[src/rtl/mod5_pkg.sv]
// Shared types and constants for the mod-5 byte sequencer.
// The FSM states and sizing constants live here.
package mod5_pkg;

  localparam int BYTE_WIDTH = 8;
  localparam int MODULUS    = 5;
  localparam int REM_WIDTH  = $clog2(MODULUS);
  localparam int CNT_WIDTH  = $clog2(BYTE_WIDTH);

  typedef enum logic [2:0] {
    IDLE,
    LOAD,
    SHIFT,
    DRAIN,
    RESULT
  } state_t;

endpackage

[src/rtl/mod5_byte_sequencer_if.sv]
// Byte-in, result-out and shift-register link of the sequencer.
// slave is the sequencer view, master the surrounding wrapper view.
interface mod5_byte_sequencer_if;
  import mod5_pkg::*;

  logic                  in_valid;
  logic [BYTE_WIDTH-1:0] in_data;
  logic                  in_last;
  logic                  in_ready;

  logic [BYTE_WIDTH-1:0] reg_parallel_in;
  logic                  reg_catch_in;
  logic                  reg_en;
  logic                  reg_output_bit;

  logic                  result_valid;
  logic [REM_WIDTH-1:0]  result_remainder;
  logic                  result_divisible;
  logic                  result_ready;

  modport slave (
    input  in_valid, in_data, in_last,
    output in_ready,
    output reg_parallel_in, reg_catch_in, reg_en,
    input  reg_output_bit,
    output result_valid, result_remainder,
    output result_divisible,
    input  result_ready
  );

  modport master (
    output in_valid, in_data, in_last,
    input  in_ready,
    input  reg_parallel_in, reg_catch_in, reg_en,
    output reg_output_bit,
    input  result_valid, result_remainder,
    input  result_divisible,
    output result_ready
  );

endinterface

[src/rtl/mod5_remainder_step.sv]
// One MSB-first step of a running remainder: (2*acc + bit) mod MODULUS.
// acc < MODULUS keeps 2*acc+1 below 2*MODULUS, so one subtract suffices.
module mod5_remainder_step #(
  parameter  int MODULUS = 5,
  localparam int RW      = $clog2(MODULUS)
) (
  input  logic [RW-1:0] i_acc,
  input  logic          i_bit,
  output logic [RW-1:0] o_acc
);

  logic [RW:0] w_dbl;
  logic [RW:0] w_sub;
  logic        w_ge;

  assign w_dbl = {i_acc, i_bit};
  assign w_ge  = (w_dbl >= (RW+1)'(MODULUS));
  assign w_sub = w_dbl - (RW+1)'(MODULUS);
  assign o_acc = w_ge ? w_sub[RW-1:0] : w_dbl[RW-1:0];

endmodule

[src/rtl/mod5_byte_sequencer.sv]
// Streams bytes through an external MSB-first shift register and
// folds its serial output into a per-frame remainder mod MODULUS.
module mod5_byte_sequencer
  import mod5_pkg::*;
(
  input  logic                  clock,
  input  logic                  reset_n,
  mod5_byte_sequencer_if.slave  bus
);

  state_t                r_state;
  state_t                w_state_next;
  logic [CNT_WIDTH-1:0]  r_cnt;
  logic [BYTE_WIDTH-1:0] r_byte_hold;
  logic                  r_last_hold;
  logic [REM_WIDTH-1:0]  r_acc;
  logic [REM_WIDTH-1:0]  w_acc_step;
  logic [REM_WIDTH-1:0]  w_rem;
  logic                  w_sample;
  logic                  w_accept;
  logic                  w_release;

  mod5_remainder_step #(
    .MODULUS (MODULUS)
  ) u_step (
    .i_acc (r_acc),
    .i_bit (bus.reg_output_bit),
    .o_acc (w_acc_step)
  );

  always_comb begin
    w_state_next        = r_state;
    w_sample            = 1'b0;
    w_rem               = '0;
    bus.in_ready        = 1'b0;
    bus.reg_en          = 1'b0;
    bus.reg_catch_in    = 1'b0;
    bus.reg_parallel_in = '0;
    bus.result_valid    = 1'b0;
    unique case (r_state)
      IDLE: begin
        bus.in_ready = 1'b1;
        if (bus.in_valid)
          w_state_next = LOAD;
      end
      LOAD: begin
        bus.reg_en          = 1'b1;
        bus.reg_catch_in    = 1'b1;
        bus.reg_parallel_in = r_byte_hold;
        w_state_next        = SHIFT;
      end
      SHIFT: begin
        bus.reg_en = 1'b1;
        // first shift cycle still shows the previous register output
        w_sample   = (r_cnt != '0);
        if (r_cnt == CNT_WIDTH'(BYTE_WIDTH - 1))
          w_state_next = DRAIN;
      end
      DRAIN: begin
        w_sample     = 1'b1;
        w_state_next = r_last_hold ? RESULT : IDLE;
      end
      RESULT: begin
        bus.result_valid = 1'b1;
        w_rem            = r_acc;
        if (bus.result_ready)
          w_state_next = IDLE;
      end
      default: w_state_next = IDLE;
    endcase
  end

  assign bus.result_remainder = w_rem;
  assign bus.result_divisible = (w_rem == '0);

  assign w_accept  = (r_state == IDLE) && bus.in_valid;
  assign w_release = (r_state == RESULT) && bus.result_ready;

  always_ff @(posedge clock) begin
    if (!reset_n) begin
      r_state     <= IDLE;
      r_cnt       <= '0;
      r_byte_hold <= '0;
      r_last_hold <= 1'b0;
      r_acc       <= '0;
    end else begin
      r_state <= w_state_next;
      if (w_accept) begin
        r_byte_hold <= bus.in_data;
        r_last_hold <= bus.in_last;
      end
      if (r_state == LOAD)
        r_cnt <= '0;
      else if (r_state == SHIFT)
        r_cnt <= r_cnt + CNT_WIDTH'(1);
      if (w_sample)
        r_acc <= w_acc_step;
      else if (w_release)
        r_acc <= '0;
    end
  end

endmodule

[src/flat_wrapper.sv]
// flat-port wrapper written by rule: the top's interface ports become plain ports
module mod5_byte_sequencer_flat import mod5_pkg::*;
  (clock, reset_n, bus_in_valid, bus_in_data, bus_in_last, bus_in_ready, bus_reg_parallel_in, bus_reg_catch_in, bus_reg_en, bus_reg_output_bit, bus_result_valid, bus_result_remainder, bus_result_divisible, bus_result_ready);
  mod5_byte_sequencer_if bus_i ();
  input  logic clock;
  input  logic reset_n;
  input wire logic [$bits(bus_i.in_valid)-1:0] bus_in_valid;
  input wire logic [$bits(bus_i.in_data)-1:0] bus_in_data;
  input wire logic [$bits(bus_i.in_last)-1:0] bus_in_last;
  output wire logic [$bits(bus_i.in_ready)-1:0] bus_in_ready;
  output wire logic [$bits(bus_i.reg_parallel_in)-1:0] bus_reg_parallel_in;
  output wire logic [$bits(bus_i.reg_catch_in)-1:0] bus_reg_catch_in;
  output wire logic [$bits(bus_i.reg_en)-1:0] bus_reg_en;
  input wire logic [$bits(bus_i.reg_output_bit)-1:0] bus_reg_output_bit;
  output wire logic [$bits(bus_i.result_valid)-1:0] bus_result_valid;
  output wire logic [$bits(bus_i.result_remainder)-1:0] bus_result_remainder;
  output wire logic [$bits(bus_i.result_divisible)-1:0] bus_result_divisible;
  input wire logic [$bits(bus_i.result_ready)-1:0] bus_result_ready;
  assign bus_i.in_valid = bus_in_valid;
  assign bus_i.in_data = bus_in_data;
  assign bus_i.in_last = bus_in_last;
  assign bus_in_ready = bus_i.in_ready;
  assign bus_reg_parallel_in = bus_i.reg_parallel_in;
  assign bus_reg_catch_in = bus_i.reg_catch_in;
  assign bus_reg_en = bus_i.reg_en;
  assign bus_i.reg_output_bit = bus_reg_output_bit;
  assign bus_result_valid = bus_i.result_valid;
  assign bus_result_remainder = bus_i.result_remainder;
  assign bus_result_divisible = bus_i.result_divisible;
  assign bus_i.result_ready = bus_result_ready;
  mod5_byte_sequencer u_core (.clock(clock), .reset_n(reset_n), .bus(bus_i));
endmodule
[config.mk]
export PLATFORM = sky130hd
export DESIGN_NAME = mod5_byte_sequencer_flat
export DESIGN_NICKNAME = d
export VERILOG_FILES = /design/src/rtl/mod5_pkg.sv /design/src/rtl/mod5_byte_sequencer_if.sv /design/src/rtl/mod5_remainder_step.sv /design/src/rtl/mod5_byte_sequencer.sv /design/src/flat_wrapper.sv
export SDC_FILE = /design/constraint.sdc
export NUM_CORES = 1
export LEC_CHECK = 0
export ABC_CLOCK_PERIOD_IN_PS = 1500
export CAP_MARGIN = 25
export CORE_MARGIN = 3
export CORE_UTILIZATION = 45
export DETAILED_ROUTE_END_ITERATION = 12
export PLACE_DENSITY_LB_ADDON = 0.1
export RECOVER_POWER = 50
export SYNTH_ARGS = -nofsm -noshare
export SYNTH_HDL_FRONTEND = slang
export SYNTH_HIERARCHICAL = 1
export SYNTH_SLANG_ARGS = --single-unit
[constraint.sdc]
create_clock -name clock -period 1.5 [get_ports clock]
set_input_delay 0.3 -clock clock [delete_from_list [all_inputs] [get_ports clock]]
set_output_delay 0.3 -clock clock [all_outputs]
set_load 0.005 [all_outputs]
**Word level (Yosys, flattened, before mapping)**

Index checks and enable logic that the tools add are counted.

- Muxes and demuxes: 15
- Order comparisons: 1
- Add/subtract/negate cells: 2
- Bitwise operators: 1
- Equal/unequal tests: 8
- Reductions and logical operators: 9

Operators with widths:

| cell | number |
|---|---|
| $mux 3 | 8 |
| $pmux 3 s5 | 1 |
| $mux 8 | 1 |
| $eq 3x2->1 const B | 2 |
| $eq 3x3->1 const B | 2 |
| $logic_not 3->1 | 2 |
| $ge 4x3->1 const B | 1 |
| $mux 1 | 4 |
| $ne 2x2->1 const B | 2 |
| $reduce_or 2->1 | 2 |
| $add 3x1->3 const B | 1 |
| $eq 3x1->1 const B | 1 |
| $reduce_and 3->1 | 1 |
| $reduce_bool 3->1 | 1 |
| $sub 3x3->3 const B | 1 |
| $logic_and 1x1->1 | 2 |
| $ne 2x1->1 const B | 1 |
| $pmux 1 s2 | 1 |
| $reduce_bool 2->1 | 1 |
| $not 1->1 | 1 |

- Word-level logic and storage cells: 41
- Bits of input ports: 14
- Output and inout bits: 16
- Bits in registers: 18

**Depth between registers and ports, before layout**

- Depth after elaboration: 4
- Gate-level depth with buffers: 7
- Depth with buffers taken out: 7

**By module**

Netlist, hierarchy kept.

Modules (own cells, without submodules):

| module | area an instance (µm²) | cells an instance | sequential area each (µm²) | instances |
|---|---|---|---|---|
| mod5_byte_sequencer | 969.7 | 111 | 360.3 | 1 |
| mod5_remainder_step | 81.3 | 12 | 0.0 | 1 |

**Worst setup path after synthesis**

OpenSTA, ideal clock, no wires.

- Path kind: register to output
- From: reg u_core.r_state[0]
- To: out bus_result_remainder[0]
- Path buffers: 2
- Slack: 0.141 ns
- Arrival time: 1.059 ns
- Stages on the path, launching flop included: 5
- Data required time: 1.200 ns
- Cell sequence: dfxtp_1 > buf_6 > buf_2 > nor3b_2 > and2_1

- Word-level cells in the longest chain between the ends: 2

RTL lines:

| what | line | source |
|---|---|---|
| start: declaration | mod5_byte_sequencer.sv:11 | `state_t r_state;` |
| start signal: assignment | mod5_byte_sequencer.sv:87 | `r_state <= w_state_next;` |
| $eq 3x3->1 | mod5_byte_sequencer.sv:40 | `unique case (r_state)` |
| $mux 3 | mod5_byte_sequencer.sv:40 |  |
| end: declaration | flat_wrapper.sv:16 | `output wire logic [$bits(bus_i.result_remainder)-1:0] bus_result_remainder;` |

Every way passes these cells.

**Final worst setup path**

- From: reg u_core.r_state[0]
- To: out bus_result_remainder[2]

Same word-level chain as after synthesis.

==> summary by stage <==
Power and ir drop
The maximum vdd drop is 605 uV. In this run the static leakage power is 0.755 nW. For this design the ratio of total power to cell area is 640 nW/um2. The final total power is 1.09 mW.

Routing
Detailed routing inserted a total of 1054 vias. Once detail routing completed, the nets flagged for antenna violations numbered 0. The post-detailed-route DRC marker count is 0. After detailed routing, the average wire length per cell comes to 14.4 um.

For this block, the initial DRC count from the detailed router was 12. The vias per cell is 5.09. For this run, the detailed router's first-pass iteration total came to 4. The routed design has 2.99 mm of wire.

Synth
For this run, the leading register cell type out of synthesis is dfxtp_1. The number of distinct standard cells referenced by the synthesized netlist is 33. The parity-gate share of the synthesized area counting xor and xnor cells is 1.67%. Of the post-synthesis cell area, the part taken by muxes is 4.88%. Of the total synthesized cell area, the portion taken by full adders, half adders and majority gates is 5.95%. The compound-cell area share of the yosys netlist is 14.8%. In this run, synthesis inferred 0 flip-flops with an integrated enable. After synthesis, the mean cell area works out to 8.54 um2. Synthesis produced 123 cells. The simple logic cell fraction of the synthesized area is 32.0%. The synthesized area is 1050 um2.

Sequential elements use 34.3% of the synthesized area. In the synthesized netlist the async set-or-reset flop fraction comes to 0%. The total nets after synthesis is 142. The synthesized design contains 18 register bits.

After synthesis, the largest family of logic cells by area is simple AND/OR/NAND/NOR gates. The Yosys step of the flow raised 6 warnings.

Die
The area of the core is 2080 um2. The floorplan has 16 rows. The initial utilization of the core area, before any placement, comes to 50.5%.

During I/O placement, the number of pins put on the boundary was 30. The width of the chip is 54.3 um. The height of the die is 54.3 um.

The overall die area is 2950 um2.

Final layout
The library cells used most frequently in the layout, excluding fill and tap cells, are nand2_1, buf_4, buf_6, dfxtp_1, clkdlybuf4s50_1. The share of post-route cells with drive strength above 1 is 41.7%. For this run, the post-layout net count is 201. The cell area after layout is 1700 um2. The most common library cell in the layout ignoring fill and taps is nand2_1. The number of fill cells is 132. The antenna diode count is 0. The layout overhead on the synthesized area is 61.7%.

STA
The worst path in the final design needs a cycle of 1.73 ns, including I/O delays and setup. The share of the clock period used by the worst path is 115%. Setup repair after global routing could not meet its margin everywhere. The final number of hold-violating endpoints is 0.

The max-slew violation count is 0. The largest clock skew in the final design is 0.00136 ns. In this run the tightest slew margin relative to its limit is 81.8%.

For the pin with the worst max-slew slack, the measured transition is 0.273 ns. The maximum operating frequency is 578 MHz. The final setup violation count is 15. Setup slack on the critical path of the routed design comes to -0.229 ns.

GRT
Entering global routing, the biggest net connects 14 pins. The number of global-route vias before repair is 1003. The global-route wire length before repair is 4.43 mm. The initial antenna violation count is 0. The combined global-route utilization of all metal layers is 21.0%. After global routing the overflow that remains totals 0.

Critical path
The endpoint of the most critical register-to-register path is u_core/r_cnt[0]. The worst-path cell with the longest stage delay is dfxtp_4. The beginning of the worst register-to-register path is u_core/r_state[1]. The largest driver fanout on the critical path is 4. Tracing the worst setup path back leads to its startpoint at u_core/r_state[0]. STA classifies the critical path endpoint as a primary output. The critical path start-end classification is reg -> out. Traced cell by cell, the critical path runs through buf_6, nor3b_4, buf_4, and2_4, buf_6. The type of origin of the critical path is a register.

The biggest cell delay along the critical path is 0.38 ns. At the worst endpoint, the required time is 1.20 ns. Among the stages of the critical path, the cell type that occurs most often is buf_6. The minimum setup slack among reg-to-reg paths is 0.06 ns. The endpoint of the worst setup timing path is bus_result_remainder[2]. The worst register-to-register path has a depth of 6.

At the worst endpoint, the arrival time is 1.43 ns.

Min path
The worst hold path class is in -> reg. The worst hold path depth is 5.

Placement
Timing analysis after detailed placement gives a worst setup slack of -0.233 ns. Once detailed placement completed, the half-perimeter wirelength came to 1.76 mm. The total of buffers placed on input and output ports is 29.

The weighted congestion reported at the end of routability-driven placement is 0.793. Summing all placed instances gives a cell area of 1450 um2.

Clocking
The root buffer cell chosen for the clock tree is clkbuf_4. The number of sinks handled by clock tree synthesis is 18. The maximum buffer depth of the clock tree is 2.

The number of hold buffers added after CTS was 0. The number of levels in the clock H-tree is 1. Clock-pin slew was measured on the worst setup and hold paths at 0.10 ns. The clock network latency to the later pin of the worst-skew pair is 0.29 ns.

Buffers inserted during clock tree synthesis total 3. TritonCTS built the clock tree.

Outcome
The checks that failed: setup timing. The flow ran to the end, but the final reports show violations.

Job
The number of max-capacitance violations reported is 0.
## report_power, final
group	internal, mW	switching, mW	leakage [nW]
combinational	0.188	0.132	0.592
sequential	0.500	0.0234	0.150
clock	0.0936	0.149	0.0138
total	0.782	0.304	0.755
## critical path: cells and delay by family (launching register included)
kind / cells / cell delay, ns
flops: 1 / 0.38
buf+inv: 3 / 0.36
simple gates: 2 / 0.38
## worst min-delay path by stage
stage	startpoint	to	slack [ns]
global placement	u_core/r_byte_hold[0]	u_core/r_byte_hold[0]	0.44
CTS	u_core/r_byte_hold[6]	u_core/r_byte_hold[6]	0.46
finish	bus_reg_output_bit	u_core/r_acc[0]	0.45
floorplan	u_core/r_byte_hold[0]	u_core/r_byte_hold[0]	0.43
global route	u_core/r_byte_hold[1]	u_core/r_byte_hold[1]	0.48
detailed placement	u_core/r_byte_hold[6]	u_core/r_byte_hold[6]	0.44
## cells in the mapped netlist, types with 2 or more instances
cell type  count  area share (%)
nand2_1       26             9.3
dfxtp_1       18              34
and2_1        12             7.1
a21boi_1       9             6.4
inv_1          6             2.1
nor2_1         6             2.1
ha_1           5             6.0
mux2i_1        4             3.8
buf_2          3             1.4
nand3_1        3             1.4
nor3b_1        3             2.1
a21boi_0       2             1.4
a31oi_1        2             1.2
buf_6          2             2.1
clkbuf_1       2            0.71
o31ai_1        2             1.4
xnor2_1        2             1.7
## per-layer routing
| layer | track usage, % | wire length (um) | up-vias |
|---|---|---|---|
| met5 | 0 | 0 | - |
| met4 | 10.4 | 29 | 0 |
| met3 | 3.00 | 140 | 2 |
| met2 | 39.8 | 1660 | 28 |
| met1 | 22.2 | 1160 | 495 |
| li1 | - | - | 529 |
## registers in the layout, indices dropped and copies added, names as in the netlist
| name | count |
|---|---|
| u_core/r_byte_hold | 8 |
| u_core/r_last_hold | 1 |
| u_core/r_state | 3 |
| u_core/r_cnt | 3 |
| u_core/r_acc | 3 |
## layout make-up
class | count | area [um2] | area share [%]
clock buffers | 3 | 22.5 | 1.33
inverters | 6 | 25.0 | 1.47
multi-input cells | 92 | 698 | 41.1
flip-flops and latches | 18 | 375 | 22.1
well taps | 27 | 33.8 | 1.99
repair buffers | 61 | 544 | 32.0
## what timing repair did
action	4_1_cts	5_1_grt
pin swaps	11	6
gates cloned	1	0
hold endpoints to repair	0	0
buffers inserted	16	3
gates resized for setup	86	28
endpoints found under the setup margin	16	21
## logic make-up after synthesis
| logic type | count (synthesis) |
|---|---|
| adders and majority gates | 5 |
| xor gates and xnor gates | 2 |
| buffers and inverters | 13 |
| muxes | 5 |
| DFF | 18 |
| AOI/OAI and AO/OA | 20 |
| and+or+nand+nor | 60 |
## metrics by stage
step                hold slack [ns]  TNS [ns]  std cells  util [%]
detailed placement            0.444     -3.96        188      69.7
floorplan                     0.430         0        123         -
global placement              0.437     -3.22        188      69.7
finish                        0.450     -2.34        207      81.6
global route                  0.483     -3.65        207      81.6
CTS                           0.459     -2.51        208      76.4
(Power assumes the default switching activity.)
